File: src/rtl/rf_wb_scheduler.sv
// ---------------------------------------------------------------------------
// rf_wb_scheduler
//
// Writeback scheduler and hazard scoreboard for the RV32I register file.
// The ALU and the LSU share the register file's single write port through a
// valid/ready handshake. The scheduler registers each accepted result into
// the write port, and it keeps a 32-bit scoreboard of pending destination
// registers. The issue stage is stalled on RAW and WAW hazards.
//
// Build option:
//   RF_WB_RR_EN  defined   -> round-robin arbitration between ALU and LSU
//                             when both request in the same cycle
//                undefined -> fixed priority, LSU over ALU (no pointer state)
//
// Ports:
//   clk, rst (async, active-low)
//   iss_valid/iss_we/iss_rd/iss_rs1/iss_rs2  issue-stage instruction
//   iss_stall                                hazard stall (combinational)
//   alu_valid/alu_rd/alu_data, alu_ready     ALU writeback request/grant
//   lsu_valid/lsu_rd/lsu_data, lsu_ready     LSU writeback request/grant
//   rf_en/rf_rd/rf_wdata                     registered register-file write
//   busy                                     scoreboard (bit r = xr pending)
// ---------------------------------------------------------------------------
module rf_wb_scheduler #(
   parameter int XLEN = 32
) (
   input  logic            clk,
   input  logic            rst,
   input  logic            iss_valid,
   input  logic            iss_we,
   input  logic [4:0]      iss_rd,
   input  logic [4:0]      iss_rs1,
   input  logic [4:0]      iss_rs2,
   output logic            iss_stall,
   input  logic            alu_valid,
   input  logic [4:0]      alu_rd,
   input  logic [XLEN-1:0] alu_data,
   output logic            alu_ready,
   input  logic            lsu_valid,
   input  logic [4:0]      lsu_rd,
   input  logic [XLEN-1:0] lsu_data,
   output logic            lsu_ready,
   output logic            rf_en,
   output logic [4:0]      rf_rd,
   output logic [XLEN-1:0] rf_wdata,
   output logic [31:0]     busy
);

   // ------------------------------------------------------------------------
   // Arbitration
   // ------------------------------------------------------------------------
   logic both_valid;
   logic lsu_wins;   // which source takes a conflict cycle

   assign both_valid = alu_valid & lsu_valid;

`ifdef RF_WB_RR_EN
   // Holds "LSU has priority at the next conflict". Reset favours the LSU;
   // after every conflict the loser becomes the favoured source.
   logic rr_lsu_q;

   always_ff @(posedge clk or negedge rst) begin
      if (!rst) begin
         rr_lsu_q <= 1'b1;
      end else if (both_valid) begin
         rr_lsu_q <= ~rr_lsu_q;
      end
   end

   assign lsu_wins = rr_lsu_q;
`else
   assign lsu_wins = 1'b1;
`endif

   // Grants depend only on the request inputs and arbiter state, never on
   // the issue-stage inputs.
   assign lsu_ready = lsu_valid & (~alu_valid | lsu_wins);
   assign alu_ready = alu_valid & ~(lsu_valid & lsu_wins);

   // ------------------------------------------------------------------------
   // Write port
   // ------------------------------------------------------------------------
   logic [4:0]      xfer_rd;
   logic [XLEN-1:0] xfer_data;
   logic            xfer_wr;

   assign xfer_rd   = lsu_ready ? lsu_rd   : alu_rd;
   assign xfer_data = lsu_ready ? lsu_data : alu_data;
   // A transfer to x0 completes its handshake but never reaches the port.
   assign xfer_wr   = (lsu_ready | alu_ready) & (xfer_rd != 5'd0);

   logic            rf_en_q;
   logic [4:0]      rf_rd_q;
   logic [XLEN-1:0] rf_wdata_q;

   always_ff @(posedge clk or negedge rst) begin
      if (!rst) begin
         rf_en_q    <= 1'b0;
         rf_rd_q    <= 5'd0;
         rf_wdata_q <= '0;
      end else begin
         rf_en_q <= xfer_wr;
         // Address and data hold their last value when nothing is written.
         if (xfer_wr) begin
            rf_rd_q    <= xfer_rd;
            rf_wdata_q <= xfer_data;
         end
      end
   end

   assign rf_en    = rf_en_q;
   assign rf_rd    = rf_rd_q;
   assign rf_wdata = rf_wdata_q;

   // ------------------------------------------------------------------------
   // Scoreboard and hazard detection
   // ------------------------------------------------------------------------
   logic [31:0] busy_q;
   logic [31:0] busy_d;
   logic        raw1;
   logic        raw2;
   logic        waw;
   logic        iss_set;

   assign raw1 = (iss_rs1 != 5'd0) & busy_q[iss_rs1];
   assign raw2 = (iss_rs2 != 5'd0) & busy_q[iss_rs2];
   assign waw  = iss_we & (iss_rd != 5'd0) & busy_q[iss_rd];

   assign iss_stall = iss_valid & (raw1 | raw2 | waw);
   assign iss_set   = iss_valid & ~iss_stall & iss_we & (iss_rd != 5'd0);

   // The bit clears at the same edge the register file captures the data,
   // so a dependent instruction issues on the following cycle without any
   // forwarding. A reservation made on that same edge takes precedence.
   assign busy_d[0] = 1'b0;

   generate
      for (genvar gi = 1; gi < 32; gi++) begin : g_busy
         assign busy_d[gi] = (iss_set & (iss_rd == 5'(gi)))
                           | (busy_q[gi] & ~(rf_en_q & (rf_rd_q == 5'(gi))));
      end
   endgenerate

   always_ff @(posedge clk or negedge rst) begin
      if (!rst) begin
         busy_q <= '0;
      end else begin
         busy_q <= busy_d;
      end
   end

   assign busy = busy_q;

endmodule

File: config.mk
export PLATFORM = sky130hd
export DESIGN_NAME = rf_wb_scheduler
export DESIGN_NICKNAME = d
export VERILOG_FILES = /design/src/rtl/rf_wb_scheduler.sv
export SDC_FILE = /design/constraint.sdc
export NUM_CORES = 1
export LEC_CHECK = 0
export BUFFER_PORTS_ARGS = -buffer_cell sky130_fd_sc_hd__buf_4
export CAP_MARGIN = 20
export CORE_ASPECT_RATIO = 2
export CORE_MARGIN = 1
export CORE_UTILIZATION = 49
export DETAILED_ROUTE_END_ITERATION = 10
export PLACE_DENSITY = 0.76
export SKIP_LAST_GASP = 1
export SLEW_MARGIN = 20
export SYNTH_ARGS = -nofsm -noshare
export SYNTH_HDL_FRONTEND = slang
export SYNTH_SLANG_ARGS = --single-unit
export TNS_END_PERCENT = 20
File: constraint.sdc
create_clock -name clk -period 2.3 [get_ports clk]
set_input_delay 0.345 -clock clk [delete_from_list [all_inputs] [get_ports clk]]
set_output_delay 0.345 -clock clk [all_outputs]
set_load 0.02 [all_outputs]
==> results of run 1 <==
## state kept, by name, indices dropped and copies added, names as in the netlist
name      cells
busy         31
rf_en         1
rf_wdata     32
rf_rd         5
## through the flow
step	worst slack [ps]	utilization	instance area, um2
3_3_place_gp	-114	0.687	5740
2_1_floorplan	84.4	-	4280
6_report	-165	0.731	6100
3_5_place_dp	-200	0.687	5740
5_1_grt	-237	0.731	6100
4_1_cts	-178	0.728	6080
## critical path, delay by kind of cell (launching register included)
kind                   cells  cell delay [ps]
and+or+nand+nor            4              720
buffers and inverters      1              120
DFF                        1              380
muxes                      1              500
AOI/OAI and AO/OA          1               70
## timing repair
action | in CTS | in global routing
gates cloned | 0 | 1
hold buffers | 0 | 0
pin swaps | 6 | 4
setup endpoints to repair | 1 | 32
gates resized for setup | 8 | 2
setup buffers | 3 | 0
## how the worst max path moves through the flow
stage / slack [ps] / end
after floorplan: 80 / iss_stall
after global placement: -110 / iss_stall
after detailed placement: -200 / iss_stall
after CTS: -180 / iss_stall
after global routing: -240 / iss_stall
final: -160 / iss_stall
## power by group through the flow
stage	Clock (mW)	Sequential, mW	Combinational, mW
6_report	1.37	1.93	2.85
5_1_grt	1.44	1.97	3.05
4_1_cts	1.40	1.93	2.83
3_5_place_dp	0	1.94	2.79
3_3_place_gp	0	1.91	2.73
2_1_floorplan	0	2.32	1.05
## layout make-up
class                           instances  area, um2  area share
Clock buffer                           10        239      0.0392
Tap cell                               98        123      0.0201
Clock inverter                          6       62.6      0.0103
Timing Repair Buffer                  201       1560       0.256
Inverter                                7       26.3     0.00431
Multi-Input combinational cell        329       2360       0.387
Sequential cell                        69       1730       0.283
## layer usage
metal	global-route usage	up-vias	part of all wire
met5	0	-	0
met4	0.192	0	0.050
met3	0.0757	46	0.075
met2	0.559	230	0.56
met1	0.301	2028	0.32
li1	-	1968	-
## cell families after synthesis
logic type | Yosys count | synth area share
AOI/OAI and AO/OA | 128 | 0.194
buffers and inverters | 39 | 0.0509
DFF | 69 | 0.404
muxes | 70 | 0.206
and+or+nand+nor | 130 | 0.146
other | 1 | 0.000876
## cells in the mapped netlist (2+ instances only)
master / count / area (um2)
a2111oi_0: 2 / 17.5
a211oi_1: 3 / 22.5
a21oi_1: 40 / 200
a221oi_1: 2 / 17.5
a22oi_1: 3 / 22.5
a311oi_1: 3 / 26.3
a31oi_1: 2 / 12.5
and2_1: 2 / 12.5
buf_2: 6 / 30.0
buf_4: 5 / 37.5
buf_6: 6 / 67.6
clkbuf_1: 14 / 52.6
dfrtp_1: 69 / 1730
inv_1: 7 / 26.3
mux2_2: 6 / 67.6
mux2_4: 2 / 30.0
mux2i_1: 50 / 500
mux4_1: 3 / 78.8
mux4_2: 9 / 203
nand2_1: 22 / 82.6
nand2b_1: 4 / 25.0
nand3_1: 24 / 120
nand4_1: 5 / 31.3
nor2_1: 50 / 188
nor2b_1: 10 / 62.6
nor3_1: 2 / 10.0
nor3b_1: 2 / 15.0
o21ai_0: 37 / 185
o21ai_2: 30 / 263
or4_1: 3 / 22.5
==> metrics.md, run 1 <==
| Metric | Value |
|---|---|
| Status | complete, but fails checks |
| Failing checks | negative setup slack |
| Fin crit period | 2460 ps |
| Syn nets | 532 |
| Post-route ant nets | 0 |
| GP Congestion | 0.904 |
| Seq cells post-synth | 69 |
| Internal power | 3.81 mW |
| Worst-case vdd ir drop | 0.000539 V |
| Worst Setup Start Kind | flip-flop |
| Clock share of power | 0.223 |
| Total Wirelength | 13,800 um |
| Wire length per cell | 19.1 um |
| Final worst-path cycle share | 1.07 |
| Total GRT Usage | 0.313 |
| Die Span Y | 134 um |
| Final instance count without filler cells | 720 |
| Fin worst setup slack | -165 ps |
| CP Cell Sequence | mux4_2 -> nor2_4 -> a311oi_2 -> nor4_2 -> nand4_2 -> and2_4 -> buf_6 |
| DPL Wire Length | 10,700 um |
| Power Density | 1010 mW/mm2 |
| Max_cap viols | 0 |
| Worst EP required | 1960 ps |
| Final hold violation count | 0 |
| Max FO, Critical Path | 2 |
| Distinct cells, synth | 44 |
| R2R cell count | 9 |
| Maximum achievable frequency | 0.406 GHz |
| Synth-to-layout area growth | 42.6% |
| Largest net degree at the start of global routing | 75 |
| Critical path startpoint | busy[14] |
| Most frequent cells in the layout | 196 x buf_4, 68 x dfrtp_1, 50 x mux2i_1 |
| Sw Ratio | 0.382 |
| Layout cell share with drive strength beyond 1 | 0.437 |
| Sum Neg Setup Slack | -165 ps |
| FP Rows | 47 |
| Tot Pwr | 6.15 mW |
| Drt drc | 0 |
| P_leak | 2.79 nW |
| Sequential group share of total power | 0.314 |
| Diodes inserted | 0 |
| CP max stage delay | 500 ps |
| Root Driver | clkbuf_16 |
| Remaining global-route overflow | 0 |
| Clock sinks | 69 |
| Critical path capture point type | output pin |
| Min Hold Slack | 126 ps |
| HP Class | in2async |
| H-Tree Depth | 3 |
| CTS tree | yes |
| Post-synth ARST share | 1.00 |
| Post-synth design cell area | 0.00428 mm2 |
| Later-pin clock latency in the skew report | 330 ps |
| Slew @ Worst Pin | 869 ps |
| Initial antenna violation count | 0 |
| Via Count | 4,272 |
| Initial Util | 0.512 |
| Max-slew violation count | 0 |
| Sw Pwr | 2.35 mW |
| CTS Buffer Depth | 2 |
| Core Footprint | 0.00835 mm2 |
| Unrepaired setup endpoints after global routing | yes |
| Drt via density | 5.93 |
| Dpl cells | 702 |
| Slowest cell on crit path | mux4_2 |
| Mapped Cells | 437 |
| Synth Warn # | 0 |
| Commonest non-fill, non-tap cell in the layout | buf_4 |
| R2r startpoint | busy[14] |
| # nets final | 712 |
| Total of fill cells in the finished design | 645 |
| Syn avg cell area | 9.79 um2 |
| First DRT Iteration DRCs | 247 |
| Part of the power in combinational logic | 0.463 |
| RR Endpoint | busy[5] |
| CP arrival | 2120 ps |
| Skew final | 4.64 ps |
| FF-to-FF setup slack | 60 ps |
| Prevailing post-synth register cell | dfrtp_1 |
| Clk slew on worst S/H paths | 50 ps |
| Register area share after synthesis | 0.404 |
| Vias in the first global route | 4,365 |
| Chip Width | 68.1 um |
| Num ports | 168 |
| Post-synth EDFFs | 0 |
| DRT Pass-1 Iters | 4 |
| Relative slew slack | 0.421 |
| First-pass GRT wire length | 20,800 um |
| CTS Buf Count | 9 |
| CP Class | reg2out |
| Port Buffers | 166 |
| Setup violations, final | 1 |
| Die area | 0.00913 mm2 |
No activity file was read; power rests on OpenSTA's default activity.
==> run 2: changes to the inputs <==
--- a/config.mk
+++ b/config.mk
@@ -6,12 +6,11 @@
 export NUM_CORES = 1
 export LEC_CHECK = 0
 export BUFFER_PORTS_ARGS = -buffer_cell sky130_fd_sc_hd__buf_4
-export CAP_MARGIN = 20
 export CORE_ASPECT_RATIO = 2
 export CORE_MARGIN = 1
-export CORE_UTILIZATION = 49
+export CORE_UTILIZATION = 45
 export DETAILED_ROUTE_END_ITERATION = 10
-export PLACE_DENSITY = 0.76
+export PLACE_DENSITY = 0.74
 export SKIP_LAST_GASP = 1
 export SLEW_MARGIN = 20
 export SYNTH_ARGS = -nofsm -noshare
==> constraint.sdc (replaced) <==
create_clock -name clk -period 2 [get_ports clk]
set_input_delay 0.3 -clock clk [delete_from_list [all_inputs] [get_ports clk]]
set_output_delay 0.3 -clock clk [all_outputs]
set_load 0.02 [all_outputs]
==> run 2 against run 1 <==
Net effect: the flow finishes with violations (design-rule violations, negative setup slack); final area is 5.7% higher; worst hold slack improved by 120 ps; first-iteration DRC count shrank 11%; clock power up 30%; die area rose by 8.7%; register-to-register slack got worse by 420 ps; critical path type unchanged; highest routed layer unchanged.
==> metrics.md, run 2 (synthesis results as in run 1) <==
| Metric | Value |
|---|---|
| Status | complete, but fails checks (unchanged) |
| Failing checks | design-rule violations, negative setup slack (was negative setup slack) |
| Num ports | 168 (unchanged) |
| Power Density | 1190 mW/mm2 (was 1010 mW/mm2) |
| Maximum achievable frequency | 0.407 GHz |
| Die Span Y | 140 um (was 134 um) |
| Largest register FFs | 32 (unchanged) |
| Via Count | 4,464 (was 4,272) |
| Worst-case vdd ir drop | 0.000551 V (was 0.000539 V) |
| Fin worst setup slack | -459 ps (was -165 ps) |
| Initial Util | 0.459 (was 0.512) |
| HP Class | in2reg (was in2async) |
| Min Hold Slack | 243 ps (was 126 ps) |
| CP arrival | 2160 ps (was 2120 ps) |
| Uppermost layer routed | met4 (unchanged) |
| Max-slew violation count | 0 (unchanged) |
| Initial antenna violation count | 0 (unchanged) |
| First DRT Iteration DRCs | 220 (was 247) |
| Total Wirelength | 14,600 um (was 13,800 um) |
| CTS Buffer Depth | 2 (unchanged) |
| FP Rows | 50 (was 47) |
| CTS tree | yes (unchanged) |
| GP Congestion | 1.00 (was 0.904) |
| Root Driver | clkbuf_16 (unchanged) |
| Max_cap viols | 0 (unchanged) |
| Final hold violation count | 0 (unchanged) |
| CTS Buf Count | 9 (unchanged) |
| Clock sinks | 69 (unchanged) |
| Tot Pwr | 7.66 mW (was 6.15 mW) |
| Diodes inserted | 0 (unchanged) |
| H-Tree Depth | 3 (unchanged) |
| Sum Neg Setup Slack | -9530 ps (was -165 ps) |
| # nets final | 746 (was 712) |
| Post-route ant nets | 0 (unchanged) |
| CP Class | reg2out (unchanged) |
| Critical path capture point type | output pin (unchanged) |
| Slew @ Worst Pin | 633 ps (was 869 ps) |
| Unrepaired setup endpoints after global routing | yes (unchanged) |
| DPL Wire Length | 11,600 um (was 10,700 um) |
| Total GRT Usage | 0.301 (was 0.313) |
| Worst EP required | 1700 ps (was 1960 ps) |
| Met1 wire length | 4700 um (was 4380 um) |
| Wire length per cell | 19.2 um (was 19.1 um) |
| Worst Setup Start Kind | flip-flop (unchanged) |
| Synth-to-layout area growth | 50.8% (was 42.6%) |
| Fin crit period | 2460 ps |
| Relative slew slack | 0.577 (was 0.421) |
| Chip Width | 71.0 um (was 68.1 um) |
| Layout cell share with drive strength beyond 1 | 0.480 (was 0.437) |
| Max FO, Critical Path | 2 (unchanged) |
| Drt drc | 10 (was 0) |
| Later-pin clock latency in the skew report | 320 ps (was 330 ps) |
| P_leak | 2.98 nW (was 2.79 nW) |
| Most frequent cells in the layout | 226 x buf_4, 61 x dfrtp_1, 50 x nor2_1 (was 196 x buf_4, 68 x dfrtp_1, 50 x mux2i_1) |
| Remaining global-route overflow | 0 (unchanged) |
| Final worst-path cycle share | 1.23 |
| Drt via density | 5.87 (was 5.93) |
| DR WL met3 | 967 um (was 1030 um) |
| Met2 WL | 7820 um (was 7660 um) |
| Port Buffers | 166 (unchanged) |
| Skew final | 5.42 ps (was 4.64 ps) |
| Die area | 0.00993 mm2 (was 0.00913 mm2) |
| Clk slew on worst S/H paths | 50 ps (about the same) |
| Largest net degree at the start of global routing | 49 (was 75) |
| Setup violations, final | 32 (was 1) |
| DRT Pass-1 Iters | 8 (was 4) |
| First-pass GRT wire length | 22,600 um (was 20,800 um) |
| Vias in the first global route | 4,607 (was 4,365) |
| Commonest non-fill, non-tap cell in the layout | buf_4 (unchanged) |
| Core Footprint | 0.00932 mm2 (was 0.00835 mm2) |
run 2: area by class of cell:
| type | instances | area (um2) |
|---|---|---|
| clock inverter | 3 | 65.1 |
| fill | 724 | 2870 |
| clock buffer | 13 | 280 |
| tap | 104 | 130 |
| multi-input combinational | 329 | 2370 |
| timing repair buffer | 235 | 1840 |
| sequential | 69 | 1740 |
| inverter | 7 | 26.3 |
run 2: through the flow:
| step | instances | utilization | instance area (um2) | setup slack [ps] |
|---|---|---|---|---|
| finish | 760 | 0.692 | 6450 | -459 |
| global route | 760 | 0.692 | 6450 | -551 |
| CTS | 760 | 0.691 | 6440 | -484 |
| detailed placement | 743 | 0.650 | 6060 | -381 |
| global placement | 743 | 0.650 | 6060 | -323 |
| floorplan | 437 | - | 4290 | -32.9 |
run 2: final timing paths:
path	cells after the start	endpoint	from	slack, ps
max in group asynchronous	3	busy[10]	rst	1030
worst max-delay path	9	iss_stall	busy[12]	-460
worst max register to register	7	busy[9]	busy[31]	-360
worst min register to register	2	rf_wdata[6]	rf_wdata[6]	530
worst min-delay path	3	rf_rd[2]	alu_rd[2]	240
min in group asynchronous	2	rf_wdata[22]	rst	410
run 2: metal layers:
layer,up-vias,GRT usage
li1,2030,-
met1,2102,0.294
met2,255,0.551
met3,77,0.0612
met4,0,0.205
met5,-,0
run 2: where the power goes:
| part | switching, mW | internal, mW | total [mW] |
|---|---|---|---|
| combinational | 1.81 | 1.82 | 3.62 |
| clock | 0.558 | 1.22 | 1.78 |
| sequential | 0.434 | 1.82 | 2.25 |
| total | 2.80 | 4.86 | 7.66 |
run 2: worst max-delay path, cell delays in order, from the launching register on:
cell      delay, ps
dfrtp_2         410
buf_6           130
buf_6           100
mux4_2          490
nand3_2          80
o211ai_1         90
nand3_1         140
nand4_2         120
and2_4          160
buf_6           120
run 2: repair_timing:
item,CTS,global route
resized for setup,9,3
pin swaps,6,3
hold buffers,1,0
hold endpoints to repair,22,0
setup buffers,2,0
setup endpoints to repair,32,32
==> run 3: changes to the inputs <==
--- a/config.mk
+++ b/config.mk
@@ -11,6 +11,7 @@
 export CORE_UTILIZATION = 45
 export DETAILED_ROUTE_END_ITERATION = 10
 export PLACE_DENSITY = 0.74
+export SKIP_CTS_REPAIR_TIMING = 1
 export SKIP_LAST_GASP = 1
 export SLEW_MARGIN = 20
 export SYNTH_ARGS = -nofsm -noshare
==> run 3 against run 2 <==
Net effect: the run still ends with design-rule violations, negative setup slack left; first-iteration DRC count rose by 41%; clock power about the same; flip-flop and latch count unchanged; worst hold slack about the same; register-to-register slack lost 90 ps; combinational power increased by 5.5%; clock-buffer cell count is the same; global-route usage down 0.22 points; power increased by 2.5%; sequential power about the same.
==> metrics.md, run 3 (synthesis results as in run 1) <==
| Metric | Value |
|---|---|
| Status | complete, but fails checks (unchanged) |
| Failing checks | design-rule violations, negative setup slack (unchanged) |
| Max-slew violation count | 0 (unchanged) |
| Commonest non-fill, non-tap cell in the layout | buf_4 (unchanged) |
| DPL Wire Length | 11,600 um (unchanged) |
| CTS Buffer Depth | 2 (unchanged) |
| R2R cell count | 10 (was 7) |
| P_leak | 3.03 nW (was 2.98 nW) |
| Hold_sp | alu_rd[2] (unchanged) |
| H-Tree Depth | 3 (unchanged) |
| Final worst-path cycle share | 1.27 (was 1.23) |
| Fin crit period | 2540 ps (was 2460 ps) |
| Initial Util | 0.459 (unchanged) |
| Core Footprint | 0.00932 mm2 (unchanged) |
| Total GRT Usage | 0.298 (was 0.301) |
| Port Buffers | 166 (unchanged) |
| Synth-to-layout area growth | 54.0% (was 50.8%) |
| Vias in the first global route | 4,590 (was 4,607) |
| HP Class | in2reg (unchanged) |
| GP Congestion | 1.00 (unchanged) |
| Wire length per cell | 19.7 um (was 19.2 um) |
| Diodes inserted | 0 (unchanged) |
| R2r startpoint | busy[27] (was busy[31]) |
| Largest register FFs | 32 (unchanged) |
| CTS Buf Count | 9 (unchanged) |
| DRT Pass-1 Iters | 7 (was 8) |
| Slew @ Worst Pin | 649 ps (was 633 ps) |
| Critical path capture point type | output pin (unchanged) |
| Worst-case vdd ir drop | 0.000550 V (was 0.000551 V) |
| Fin worst setup slack | -542 ps (was -459 ps) |
| Die area | 0.00993 mm2 (unchanged) |
| CP Class | reg2out (unchanged) |
| Relative slew slack | 0.566 (was 0.577) |
| Die Span Y | 140 um (unchanged) |
| Max_cap viols | 0 (unchanged) |
| Power Density | 1190 mW/mm2 (about the same) |
| Drt drc | 10 (unchanged) |
| CTS tree | yes (unchanged) |
| Chip Width | 71.0 um (unchanged) |
| FP Rows | 50 (unchanged) |
| Post-route ant nets | 0 (unchanged) |
| First DRT Iteration DRCs | 310 (was 220) |
| Largest net degree at the start of global routing | 49 (unchanged) |
| # nets final | 752 (was 746) |
| Final hold violation count | 0 (unchanged) |
| Layout cell share with drive strength beyond 1 | 0.491 (was 0.480) |
| Setup violations, final | 32 (unchanged) |
| Remaining global-route overflow | 0 (unchanged) |
| Drt via density | 5.96 (was 5.87) |
| Worst EP required | 1700 ps (about the same) |
| Clk slew on worst S/H paths | 60 ps (was 50 ps) |
| Maximum achievable frequency | 0.393 GHz (was 0.407 GHz) |
| Max FO, Critical Path | 5 (was 2) |
| Fin util | 0.707 (was 0.692) |
| Min-Delay Path Depth | 3 (unchanged) |
| Later-pin clock latency in the skew report | 320 ps (about the same) |
| Critical path startpoint | busy[27] (was busy[12]) |
| Via Count | 4,567 (was 4,464) |
| Total Wirelength | 15,100 um (was 14,600 um) |
| Worst Setup Start Kind | flip-flop (unchanged) |
| First-pass GRT wire length | 22,500 um (was 22,600 um) |
| CP arrival | 2240 ps (was 2160 ps) |
| Sum Neg Setup Slack | -10000 ps (was -9530 ps) |
| Root Driver | clkbuf_16 (unchanged) |
| Skew final | 4.74 ps (was 5.42 ps) |
| Num ports | 168 (unchanged) |
| Unrepaired setup endpoints after global routing | yes (unchanged) |
| Most frequent cells in the layout | 225 x buf_4, 61 x dfrtp_1, 50 x nor2_1 (was 226 x buf_4, 61 x dfrtp_1, 50 x nor2_1) |
| Clock sinks | 69 (unchanged) |
| Initial antenna violation count | 0 (unchanged) |
[run 3: changes by cell type in the layout (fill, tap and decap cells not counted), moves of 2 or more]
cell,previous run,this run
buf_6,3,7
o21ai_4,1,3
clkbuf_16,9,11
mux4_2,10,12
mux4_1,2,0
[run 3: layer usage]
metal  global-route usage  wire length (um)
met1                0.290              4810
met2                0.547              8130
met3               0.0568              1090
met4                0.215              1090
met5                    0                 0
[run 3: worst paths after layout]
check	endpoint	slack, ps
worst max-delay path	iss_stall	-540
worst min-delay path	rf_rd[2]	240
worst max register to register	busy[14]	-450
worst min register to register	rf_wdata[6]	530
max in group asynchronous	busy[10]	1010
min in group asynchronous	rf_wdata[22]	410
[run 3: layout make-up]
cell class              count  area [um2]
fillers                   705        2730
multi-input cells         329        2400
repair buffers            241        1950
flip-flops and latches     69        1740
clock buffers              13         280
well taps                 104         130
clock inverters             3        65.1
inverters                   7        26.3
[run 3: critical path: stages, from the launching register on]
cell and delay, ps:
dfrtp_1 420, mux4_2 530, mux2i_4 240, o32a_1 280, nand4_4 140, and2_4 190, buf_6 120
[run 3: power by group]
| group | total (mW) | internal (mW) | switching, mW |
|---|---|---|---|
| logic | 3.82 | 1.93 | 1.89 |
| clock network | 1.79 | 1.22 | 0.561 |
| registers | 2.24 | 1.82 | 0.425 |
[run 3: per-stage QoR]
step / hold slack, ps / worst slack (ps) / instances / total power [mW] / cell area (um2)
3_5_place_dp: 219 / -381 / 743 / 5.78 / 6060
5_1_grt: 242 / -625 / 766 / 8.19 / 6590
2_1_floorplan: 4.41 / -32.9 / 437 / 3.89 / 4290
6_report: 243 / -542 / 766 / 7.85 / 6590
3_3_place_gp: 209 / -323 / 743 / 5.67 / 6060
4_1_cts: -137 / -575 / 759 / 7.59 / 6400
